### src/rtl/logic_unit_arbiter.sv
// Round-robin arbiter and sequencer for one shared 4-bit logic unit (OR/AND/XOR/NOR).
// Optional accepted-request counter enabled by defining ARB_GRANT_COUNT_EN.
module logic_unit_arbiter #(
  parameter int N   = 4,
  parameter int IDW = 2
) (
  input  logic             clk,
  input  logic             rst_n,
  input  logic [N-1:0]     req_valid,
  output logic [N-1:0]     req_ready,
  input  logic [4*N-1:0]   req_x,
  input  logic [4*N-1:0]   req_y,
  input  logic [2*N-1:0]   req_op,
  output logic             resp_valid,
  input  logic             resp_ready,
  output logic [3:0]       resp_z,
  output logic [IDW-1:0]   resp_id,
  output logic             busy,
  output logic [15:0]      grant_count
);

  typedef enum logic {
    IDLE = 1'b0,
    RESP = 1'b1
  } state_t;

  typedef enum logic [1:0] {
    OP_OR  = 2'b00,
    OP_AND = 2'b01,
    OP_XOR = 2'b10,
    OP_NOR = 2'b11
  } op_t;

  state_t         state;
  logic [IDW-1:0] last_grant;
  logic [IDW-1:0] grant_idx;
  logic           grant_hit;
  logic           grant_fire;
  logic [3:0]     sel_x;
  logic [3:0]     sel_y;
  logic [1:0]     sel_op;
  logic [3:0]     alu_z;

  // Index k places after base, wrapped into 0..N-1.
  function automatic logic [IDW-1:0] rr_index(input logic [IDW-1:0] base, input int k);
    return IDW'((int'(base) + k) % N);
  endfunction

  // Search begins one past the previous winner, so last_grant=N-1 wraps to 0.
  // NOTE: every signal driven here gets a default first so no latch is inferred.
  always_comb begin
    grant_hit = 1'b0;
    grant_idx = '0;
    for (int k = 1; k <= N; k++) begin
      if (!grant_hit && req_valid[rr_index(last_grant, k)]) begin
        grant_hit = 1'b1;
        grant_idx = rr_index(last_grant, k);
      end
    end
  end

  // Outputs must read zero while rst_n is low, including this combinational one.
  assign grant_fire = rst_n && (state == IDLE) && grant_hit;

  always_comb begin
    req_ready = '0;
    if (grant_fire) req_ready[grant_idx] = 1'b1;
  end

  // Only the winner's operands reach the datapath.
  always_comb begin
    sel_x  = '0;
    sel_y  = '0;
    sel_op = '0;
    for (int i = 0; i < N; i++) begin
      if (grant_idx == IDW'(i)) begin
        sel_x  = req_x[4*i +: 4];
        sel_y  = req_y[4*i +: 4];
        sel_op = req_op[2*i +: 2];
      end
    end
  end

  always_comb begin
    unique case (op_t'(sel_op))
      OP_OR:   alu_z = sel_x | sel_y;
      OP_AND:  alu_z = sel_x & sel_y;
      OP_XOR:  alu_z = sel_x ^ sel_y;
      OP_NOR:  alu_z = ~(sel_x | sel_y);
      default: alu_z = '0;
    endcase
  end

  // resp_ready is ignored in IDLE, so an accept can only land from the cycle after the grant.
  // NOTE: state registers use non-blocking assignments so every flop samples pre-edge values.
  always_ff @(posedge clk or negedge rst_n) begin
    if (!rst_n) begin
      state      <= IDLE;
      last_grant <= IDW'(N - 1);
      resp_valid <= 1'b0;
      busy       <= 1'b0;
      resp_z     <= '0;
      resp_id    <= '0;
    end else begin
      unique case (state)
        IDLE: begin
          if (grant_fire) begin
            resp_z     <= alu_z;
            resp_id    <= grant_idx;
            last_grant <= grant_idx;
            resp_valid <= 1'b1;
            busy       <= 1'b1;
            state      <= RESP;
          end
        end
        RESP: begin
          if (resp_ready) begin
            resp_valid <= 1'b0;
            busy       <= 1'b0;
            state      <= IDLE;
          end
        end
        default: state <= IDLE;
      endcase
    end
  end

`ifdef ARB_GRANT_COUNT_EN
  // Saturating count of accepted requests.
  always_ff @(posedge clk or negedge rst_n) begin
    if (!rst_n) begin
      grant_count <= '0;
    end else if (grant_fire && (grant_count != 16'hFFFF)) begin
      grant_count <= grant_count + 16'd1;
    end
  end
`else
  assign grant_count = 16'h0000;
`endif

endmodule
### config.mk
export PLATFORM = sky130hd
export DESIGN_NAME = logic_unit_arbiter
export DESIGN_NICKNAME = d
export VERILOG_FILES = /design/src/rtl/logic_unit_arbiter.sv
export SDC_FILE = /design/constraint.sdc
export NUM_CORES = 1
export LEC_CHECK = 0
export ABC_AREA = 1
export BUFFER_PORTS_ARGS = -buffer_cell sky130_fd_sc_hd__buf_2
export CORE_AREA = 2 2 87 68
export DETAILED_ROUTE_END_ITERATION = 10
export DIE_AREA = 0 0 89 70
export GPL_TIMING_DRIVEN = 0
export PLACE_DENSITY = 0.61
export SLEW_MARGIN = 10
export SYNTH_ARGS = -nofsm -noshare
export SYNTH_HDL_FRONTEND = slang
export SYNTH_SLANG_ARGS = --single-unit
### constraint.sdc
create_clock -name clk -period 3.02 [get_ports clk]
set_clock_uncertainty 0.05 [all_clocks]
set_input_delay 0.151 -clock clk [delete_from_list [all_inputs] [get_ports clk]]
set_output_delay 0.151 -clock clk [all_outputs]
set_load 0.005 [all_outputs]
==> flow_summary_export.csv, run 1 <==
group,metric,value,unit
finish,num_antenna_cells,0,
sta,hold_viol,0,
setup_path,r2r_cells,15,
synth,avgSynthCellArea,6.19,um^2
setup_path,end_kind,"flop",
global_routing,grt_pass1_wl,5820,um
sta,hold_slack,66.8,ps
floorplanning,die_h,70,um
setup_path,cp_data_required_time,3090,ps
floorplanning,initial_core_util,0.262,
sta,fin_crit_sh,0.940,
drt,vias_per_cell,4.05,
drt,finalWirelength,3630,um
setup_path,crit_fanout,9,
global_routing,grt_max_degree,12,
place,place_congestion,0.787,
sta,setup_viol,0,
drt,drtIter0Drc,71,
clocking,cts_tree,"built",
sta,fmax,0.352,GHz
worst_hold_path,min_path_type,"in2reg",
finish,drive_above_1_share,0.429,
drt,ant_nets,0,
setup_path,path_depth,15,
global_routing,grt_usage,0.113,
clocking,clk_latency,220,ps
finish,final_util,0.372,
finish,area_delta_synth_final,41.9,%
floorplanning,rows,24,
drt,vias,1609,
setup_path,startpoint_type,"flop",
drt,drt_first_pass_iters,4,
synth,synthCells,234,
synth,synth_ff_type,"dfrtp_1",
outcome,status,"finished clean",
setup_path,cpMaxStageDelayCell,"dfstp_2",
sta,rsz0062_at_grt,"yes",
synth,yosys-top-cells-count,"nand2_1 (74), inv_1 (22), nand3_1 (20)",
setup_path,critPathKind,"reg2reg",
global_routing,grt_use_met1,0.159,
synth,synth-seq-cells,10,
worst_hold_path,hold_depth,2,
sta,slew_violations,0,
drt,drc_errors,0,
synth,synth.largest_area_cell,"nand2_1",
global_routing,use_met3,0.0225,
global_routing,grt.busiest_layer,"met2",
global_routing,antenna_found_initial,0,
synth,yosysTopAreaCellShare,0.192,
setup_path,path_buf_inv,2,
global_routing,grt_pass1_vias,1386,
clocking,cts_buffers,3,
synth,async_flop_share,1.00,
run,maxCapViolations,0,
sta,min_period,2840,ps
clocking,clk_path_buf_depth,2,
setup_path,max_stage_delay,530,ps
setup_path,path_cells,"buf_6, nand2_1, and2_1, o21ai_1, nand3b_1, nand3_4, nand2_4, inv_2, a22o_1, a211oi_2, ha_1, nand3_1, nand3_1, nor2_1, nor2_1",
floorplanning,io_pins,75,
finish,final_nets,375,
synth,syn-cell-area,1450,um^2
synth,yosys-top-cells-area,"nand2_1 (19%), dfrtp_1 (14%), buf_4 (8.8%)",
global_routing,use_met2,0.182,
synth,yosys_warnings,0,
synth,synth_cell_types,32,
clocking,h-tree-depth,1,
drt,wire_per_inst,9.13,um
global_routing,overflow,0,
floorplanning,core,5530,um^2
place,portBuffers,58,
clocking,cts.reportedPaths.clkPinSlew,50,ps
floorplanning,die_area,6230,um^2
setup_path,crit_family,"simple AND/OR/NAND/NOR gates",
synth,synth_edf_count,0,
place,dp_hpwl,3080,um
floorplanning,die_w,89,um
clocking,clock-root-buffer,"clkbuf_8",
sta,setup-tns-final,0,ps
synth,yosysSeqAreaShare,0.174,
synth,synth.most_common_cell,"nand2_1",
clocking,cts_sinks,10,
setup_path,worstPathArrival,2900,ps
placed cells by master, fill, tap and decap left out:
cell type | synthesis | layout
nand2_1 | 74 | 70
buf_2 | 0 | 59
buf_4 | 17 | 23
inv_1 | 22 | 20
nand3_1 | 20 | 18
conb_1 | 1 | 16
nor2_1 | 16 | 15
nand2_2 | 10 | 12
inv_2 | 9 | 10
ha_1 | 8 | 8
dfrtp_1 | 8 | 8
o21ai_0 | 7 | 7
nand2_4 | 4 | 6
a21oi_1 | 8 | 6
o21ai_1 | 4 | 4
nor2_4 | 3 | 4
nand3_2 | 2 | 3
a21oi_2 | 1 | 3
clkbuf_8 | 0 | 3
inv_4 | 2 | 2
clkinv_1 | 2 | 2
nor2_2 | 2 | 2
clkbuf_1 | 1 | 2
nand3b_2 | 2 | 2
dfstp_2 | 2 | 2
buf_6 | 1 | 1
and2_1 | 1 | 1
o21ai_2 | 1 | 1
nand3b_1 | 1 | 1
nand3_4 | 0 | 1
nand4_1 | 1 | 1
inv_6 | 0 | 1
a22o_1 | 1 | 1
a211oi_2 | 1 | 1
o221ai_1 | 1 | 1
a21oi_4 | 1 | 1
dlygate4sd3_1 | 0 | 1
metal layers:
layer	vias up	wire [um]
met5	-	0
met4	0	7
met3	2	310
met2	64	1530
met1	676	1780
li1	867	-
final timing paths:
| path | to | startpoint | slack, ps |
|---|---|---|---|
| setup / recovery | resp_z[1] | last_grant[0] | 180 |
| hold / removal | busy | resp_ready | 70 |
| setup reg to reg | resp_z[1] | last_grant[0] | 180 |
| hold reg to reg | busy | state | 390 |
| max in group asynchronous | last_grant[1] | rst_n | 2400 |
| min in group asynchronous | resp_id[1] | rst_n | 270 |
sequential cells by signal, indices dropped and copies added (netlist names):
name / flops
resp_id: 2
last_grant: 2
resp_z: 4
busy: 1
state: 1
cell type report:
class | count | area (um^2)
inverters | 35 | 141
flip-flops and latches | 10 | 253
repair buffers | 66 | 350
plain buffers | 19 | 143
multi-input cells | 185 | 1030
well taps | 78 | 97.6
clock buffers | 4 | 45.0
fillers | 640 | 3470
worst reg2reg max path: cells and delay by family (launching register included):
kind / cells / cell delay, ps
buffers and inverters: 2 / 180
AO/OA/AOI/OAI: 3 / 680
adder cells (fa/ha/maj): 1 / 280
AND/OR/NAND/NOR: 9 / 1020
flip-flops: 1 / 530
stage by stage:
| step | std cells | setup slack [ps] | area (um^2) |
|---|---|---|---|
| final | 397 | 182 | 2060 |
| after global routing | 397 | -15.5 | 2060 |
| after CTS | 390 | 147 | 1950 |
| after detailed placement | 385 | 179 | 1890 |
| after global placement | 385 | 192 | 1890 |
| after floorplan | 249 | 462 | 1510 |
timing repair:
action	4_1_cts	5_1_grt
hold endpoints to repair	10	0
hold buffers	1	0
endpoints found under the setup margin	0	3
setup buffers	0	6
resized for setup	0	17
cell families after synthesis:
family / synth area share
AND/OR/NAND/NOR: 0.452
AO/OA/AOI/OAI: 0.110
flip-flops: 0.174
other: 0.00259
adder cells (fa/ha/maj): 0.0691
buffers and inverters: 0.193
Power of run 1 is left out: the tool's default activity adds up to more than one toggle a clock period on the data nets, which glitch-free logic cannot reach.
==> run 2, diff against run 1 <==
Settings changed: ABC_AREA 1 to not set, CORE_AREA 2 2 87 68 to 2 2 83 65, DIE_AREA 0 0 89 70 to 0 0 85 67, PLACE_DENSITY 0.61 to 0.63.
==> flow_summary_export.csv, run 2 <==
group,metric,value,unit
outcome,status,"finished clean",
clocking,cts_sinks,10,
pwr,p_leak,0.991,nW
finish,layout_commonest_cell,"buf_2",
drt,ant_nets,0,
synth,synth_edf_count,0,
global_routing,grt_pass1_vias,1299,
drt,finalWirelength,3620,um
sta,fin_crit_sh,0.911,
synth,synthXorXnorAreaFrac,0,
synth,yosys-top-cells-count,"nand2_1 (52), buf_4 (17), nand3_1 (17)",
sta,fmax,0.364,GHz
synth,synth.largest_area_cell,"dfrtp_1",
place,placed_cells,322,
sta,setup_viol,0,
synth,synth-seq-cells,10,
finish,final_nets,322,
finish,largestRegisters,"resp_z: 4 flops, last_grant: 2 flops, resp_id: 2 flops",
finish,final_cells,326,
drt,wire_per_inst,11.1,um
synth,synth_compound_area_frac,0.224,
drt,drc_errors,0,
synth,synthCells,189,
setup_path,end_kind,"flop",
sta,worst_pin_slew,509,ps
clocking,clock-root-buffer,"clkbuf_8",
clocking,cts.reportedPaths.clkPinSlew,50,ps
drt,drtIter0Drc,44,
clocking,clk_latency,240,ps
global_routing,grt_usage,0.126,
pwr,powerDensity,680,nW/um^2
clocking,h-tree-depth,1,
place,dp_hpwl,2990,um
global_routing,grt_max_degree,13,
synth,async_flop_share,1.00,
synth,synth.most_common_cell,"nand2_1",
sta,rsz0062_at_grt,"no",
synth,yosysSeqAreaShare,0.190,
global_routing,grt_pass1_wl,5760,um
drt,vias,1445,
setup_path,cp_data_required_time,3090,ps
synth,syn-cell-area,1330,um^2
finish,largest_register_ff_count,4,
drt,drt_first_pass_iters,6,
floorplanning,die_area,5700,um^2
global_routing,antenna_found_initial,0,
synth,synthMuxAreaShare,0.00753,
sta,min_period,2750,ps
sta,slew_headroom,0.661,
finish,area_delta_synth_final,36.6,%
finish,num_antenna_cells,0,
setup_path,startpoint_type,"flop",
finish,fill_cells,535,
drt,vias_per_cell,4.43,
global_routing,overflow,0,
floorplanning,die_w,85,um
synth,yosys_warnings,0,
floorplanning,io_pins,75,
run,maxCapViolations,0,
floorplanning,initial_core_util,0.276,
finish,final_cell_mix,"buf_2 (58), nand2_1 (52), nand3_1 (17), buf_4 (17), conb_1 (16)",
synth,yosys-top-cells-area,"dfrtp_1 (15%), nand2_1 (15%), buf_4 (9.6%)",
floorplanning,core,4820,um^2
clocking,cts_tree,"built",
synth,synth_ff_type,"dfrtp_1",
floorplanning,die_h,67,um
worst_hold_path,min_path_type,"in2reg",
clocking,post_cts_buffers,0,
synth,avgSynthCellArea,7.04,um^2
sta,hold_viol,0,
setup_path,worstPathArrival,2820,ps
clocking,clk_path_buf_depth,2,
synth,synth_top_family_by_area,"simple AND/OR/NAND/NOR gates",
finish,regMostFlops,"resp_z",
synth,synth_fa_ha_area_frac,0.0753,
floorplanning,rows,22,
sta,setup-tns-final,0,ps
setup_path,crit_fanout,10,
synth,synthSimpleGateAreaFrac,0.343,
clocking,cts_buffers,3,
sta,slew_violations,0,
place,place_congestion,0.770,
finish,drive_above_1_share,0.357,
setup_path,critPathKind,"reg2reg",
place,portBuffers,58,
synth,synth_cell_types,44,
synth,yosysTopAreaCellShare,0.151,
pwr,ir_worst_vdd,0.258,mV
-- run 2: changes by cell type in the layout (fill, tap and decap cells not counted), sizes merged, moves of 7 or more --
cell   before  now
nand2      88   52
buf        83   76
o21ai      12    5
inv        33   12
a21oi      10    3
nor2       21   11
-- run 2: through the flow --
stage	area [um^2]	utilization	setup WS [ps]	power [mW]	hold slack, ps
after CTS	1820	0.377	24.6	1.25	63.4
after floorplan	1390	-	381	0.844	-195
final	1820	0.377	270	1.24	61.2
after detailed placement	1750	0.364	32.9	1.08	-12.7
after global routing	1820	0.377	35.8	1.38	73.2
after global placement	1750	0.364	57.4	1.05	-18.9
-- run 2: cells by family after synthesis --
kind of cell	Yosys count
compound gates	33
fa+ha+maj	8
buf+inv	36
flops	10
mux	1
other cells	1
simple gates	100
-- run 2: worst paths after layout --
kind | slack (ps) | startpoint | endpoint | cells past startpoint
min in group asynchronous | 290 | rst_n | state | 2
min reg2reg | 440 | resp_id[1] | resp_id[1] | 2
min | 60 | resp_ready | state | 2
max in group asynchronous | 2360 | rst_n | last_grant[1] | 2
max reg2reg | 270 | last_grant[1] | resp_z[3] | 10
max | 270 | last_grant[1] | resp_z[3] | 10
-- run 2: area by class of cell --
cell class	count	area (um^2)	share of cell area
multi-input cells	158	925	0.509
repair buffers	59	300	0.165
flip-flops and latches	10	253	0.139
plain buffers	23	164	0.0902
well taps	60	75.1	0.0413
clock buffers	4	55.1	0.0303
inverters	12	45.0	0.0248
-- run 2: what timing repair did --
item | CTS | global route
endpoints found under the setup margin | 0 | 4
hold endpoints to repair | 10 | 0
gates resized for setup | 0 | 4
hold buffers | 1 | 0
-- run 2: routing by layer --
layer  global-route usage  wire length (um)  up-vias
li1                     -                 -      762
met1                0.164              1710      634
met2                0.221              1700       49
met3               0.0248               213        0
met4               0.0198                 0        0
met5                    0                 0        -
-- run 2: critical path, stage by stage, from the launching register on --
cell and delay (ps):
dfstp_2 590, mux2i_1 260, o221ai_1 280, clkbuf_2 320, nand3_1 110, and2_1 180, inv_1 60, ha_1 210
and2_1 170, a221oi_1 280, a31oi_1 120
-- run 2: power breakdown --
part | switching [mW] | total [mW] | internal (mW) | leakage, nW
registers | 0.0382 | 0.232 | 0.194 | 0.113
clock network | 0.0544 | 0.169 | 0.115 | 0.0288
logic | 0.474 | 0.835 | 0.361 | 0.849
Power figures use the tool's default switching activity.
==> run 3, diff against run 2 <==
Settings changed: GPL_TIMING_DRIVEN 0 to not set.
==> flow_summary_export.csv, run 3 (synthesized netlist as in run 2, its figures left out) <==
group,metric,value,unit
sta,fmax,0.369,GHz
setup_path,r2r_cells,11,
setup_path,critPathKind,"reg2reg",
setup_path,end_kind,"flop",
drt,finalWirelength,3550,um
setup_path,crit_family,"simple AND/OR/NAND/NOR gates",
floorplanning,io_pins,75,
setup_path,path_cells,"nand2_1, a31oi_4, nand2_1, nand2_1, nand3_1, and2_1, inv_1, ha_1, nand2b_1, o221ai_1, o32a_1",
clocking,cts_sinks,10,
setup_path,cpMaxStageDelayCell,"dfstp_2",
run,maxCapViolations,0,
drt,drt_first_pass_iters,4,
worst_hold_path,min_path_type,"in2reg",
sta,slew_violations,0,
sta,worst_pin_slew,542,ps
finish,largestRegisters,"resp_z: 4 flops, last_grant: 2 flops, resp_id: 2 flops",
global_routing,grt_pass1_wl,5670,um
pwr,p_leak,0.891,nW
finish,final_cells,307,
setup_path,crit_start,"last_grant[1]",
sta,fin_crit_sh,0.898,
finish,final_nets,303,
floorplanning,die_h,67,um
place,place_congestion,0.771,
setup_path,cpMostUsedCell,"nand2_1",
drt,drtIter0Drc,33,
setup_path,cp_data_required_time,3080,ps
finish,drive_above_1_share,0.312,
floorplanning,initial_core_util,0.276,
setup_path,r2r_slack,310,ps
setup_path,worstPathArrival,2770,ps
finish,regMostFlops,"resp_z",
finish,final_cell_mix,"buf_2 (58), nand2_1 (52), nand3_1 (17), conb_1 (16), inv_1 (12)",
clocking,cts_buffers,3,
finish,area_delta_synth_final,25.8,%
sta,min_period,2710,ps
finish,largest_register_ff_count,4,
sta,hold_viol,0,
finish,seq_area,253,um^2
floorplanning,core,4820,um^2
clocking,h-tree-depth,1,
setup_path,startpoint_type,"flop",
outcome,status,"finished clean",
global_routing,grt_pass1_vias,1246,
clocking,post_cts_buffers,0,
sta,slew_headroom,0.638,
finish,num_antenna_cells,0,
sta,setup-tns-final,0,ps
floorplanning,rows,22,
drt,drc_errors,0,
sta,setup_viol,0,
finish,layout_commonest_cell,"buf_2",
setup_path,path_depth,11,
setup_path,reg2reg_from,"last_grant[1]",
setup_path,max_stage_delay,590,ps
global_routing,grt_max_degree,18,
finish,multi_input_area,925,um^2
floorplanning,die_w,85,um
drt,vias,1376,
floorplanning,die_area,5700,um^2
drt,vias_per_cell,4.48,
global_routing,antenna_found_initial,0,
setup_path,crit_fanout,16,
place,placed_cells,302,
clocking,clk_path_buf_depth,2,
place,portBuffers,58,
pwr,powerDensity,709,nW/um^2
global_routing,overflow,0,
finish,fill_cells,514,
clocking,clk_latency,230,ps
drt,ant_nets,0,
sta,rsz0062_at_grt,"no",
global_routing,grt_usage,0.125,
setup_path,path_buf_inv,1,
place,dp_hpwl,2920,um
pwr,ir_worst_vdd,0.292,mV
worst_hold_path,min-delay-start,"resp_ready",
clocking,cts_tree,"built",
drt,wire_per_inst,11.6,um
clocking,clock-root-buffer,"clkbuf_8",
worst_hold_path,hold_depth,2,
clocking,cts.reportedPaths.clkPinSlew,50,ps
[run 3: routing by layer]
metal,share of wire,global-route usage
met1,0.47,0.161
met2,0.46,0.215
met3,0.064,0.0248
met4,0.011,0.0298
met5,0,0
[run 3: worst paths after layout]
path	end
worst max-delay path	resp_z[1]
worst min-delay path	state
worst max register to register	resp_z[1]
worst min register to register	resp_id[1]
max in group asynchronous	last_grant[0]
min in group asynchronous	state
[run 3: cell type report]
cell class,instances,area share
sequential,10,0.151
timing repair buffer,63,0.197
clock buffer,4,0.0269
multi-input combinational,158,0.553
tap,60,0.0449
inverter,12,0.0269
[run 3: stage by stage]
stage	power, mW	instance area, um^2	hold WS [ps]	setup WS, ps	util
2_1_floorplan	0.844	1390	-195	381	-
3_3_place_gp	1.03	1620	-17.7	391	0.336
3_5_place_dp	1.06	1620	-14.3	295	0.336
4_1_cts	1.21	1670	62.4	291	0.347
5_1_grt	1.32	1670	87.8	96.6	0.347
6_report	1.19	1670	65.6	309	0.347
[run 3: what timing repair did]
action / in CTS / in global routing
gates resized for setup: 0 / 0
endpoints found under the hold margin: 10 / 0
hold buffers: 1 / 0
[run 3: report_power, final]
part | total, mW | internal (mW) | switching [mW]
logic | 0.814 | 0.345 | 0.469
registers | 0.231 | 0.194 | 0.0371
clock network | 0.141 | 0.0921 | 0.0490
total | 1.19 | 0.631 | 0.555
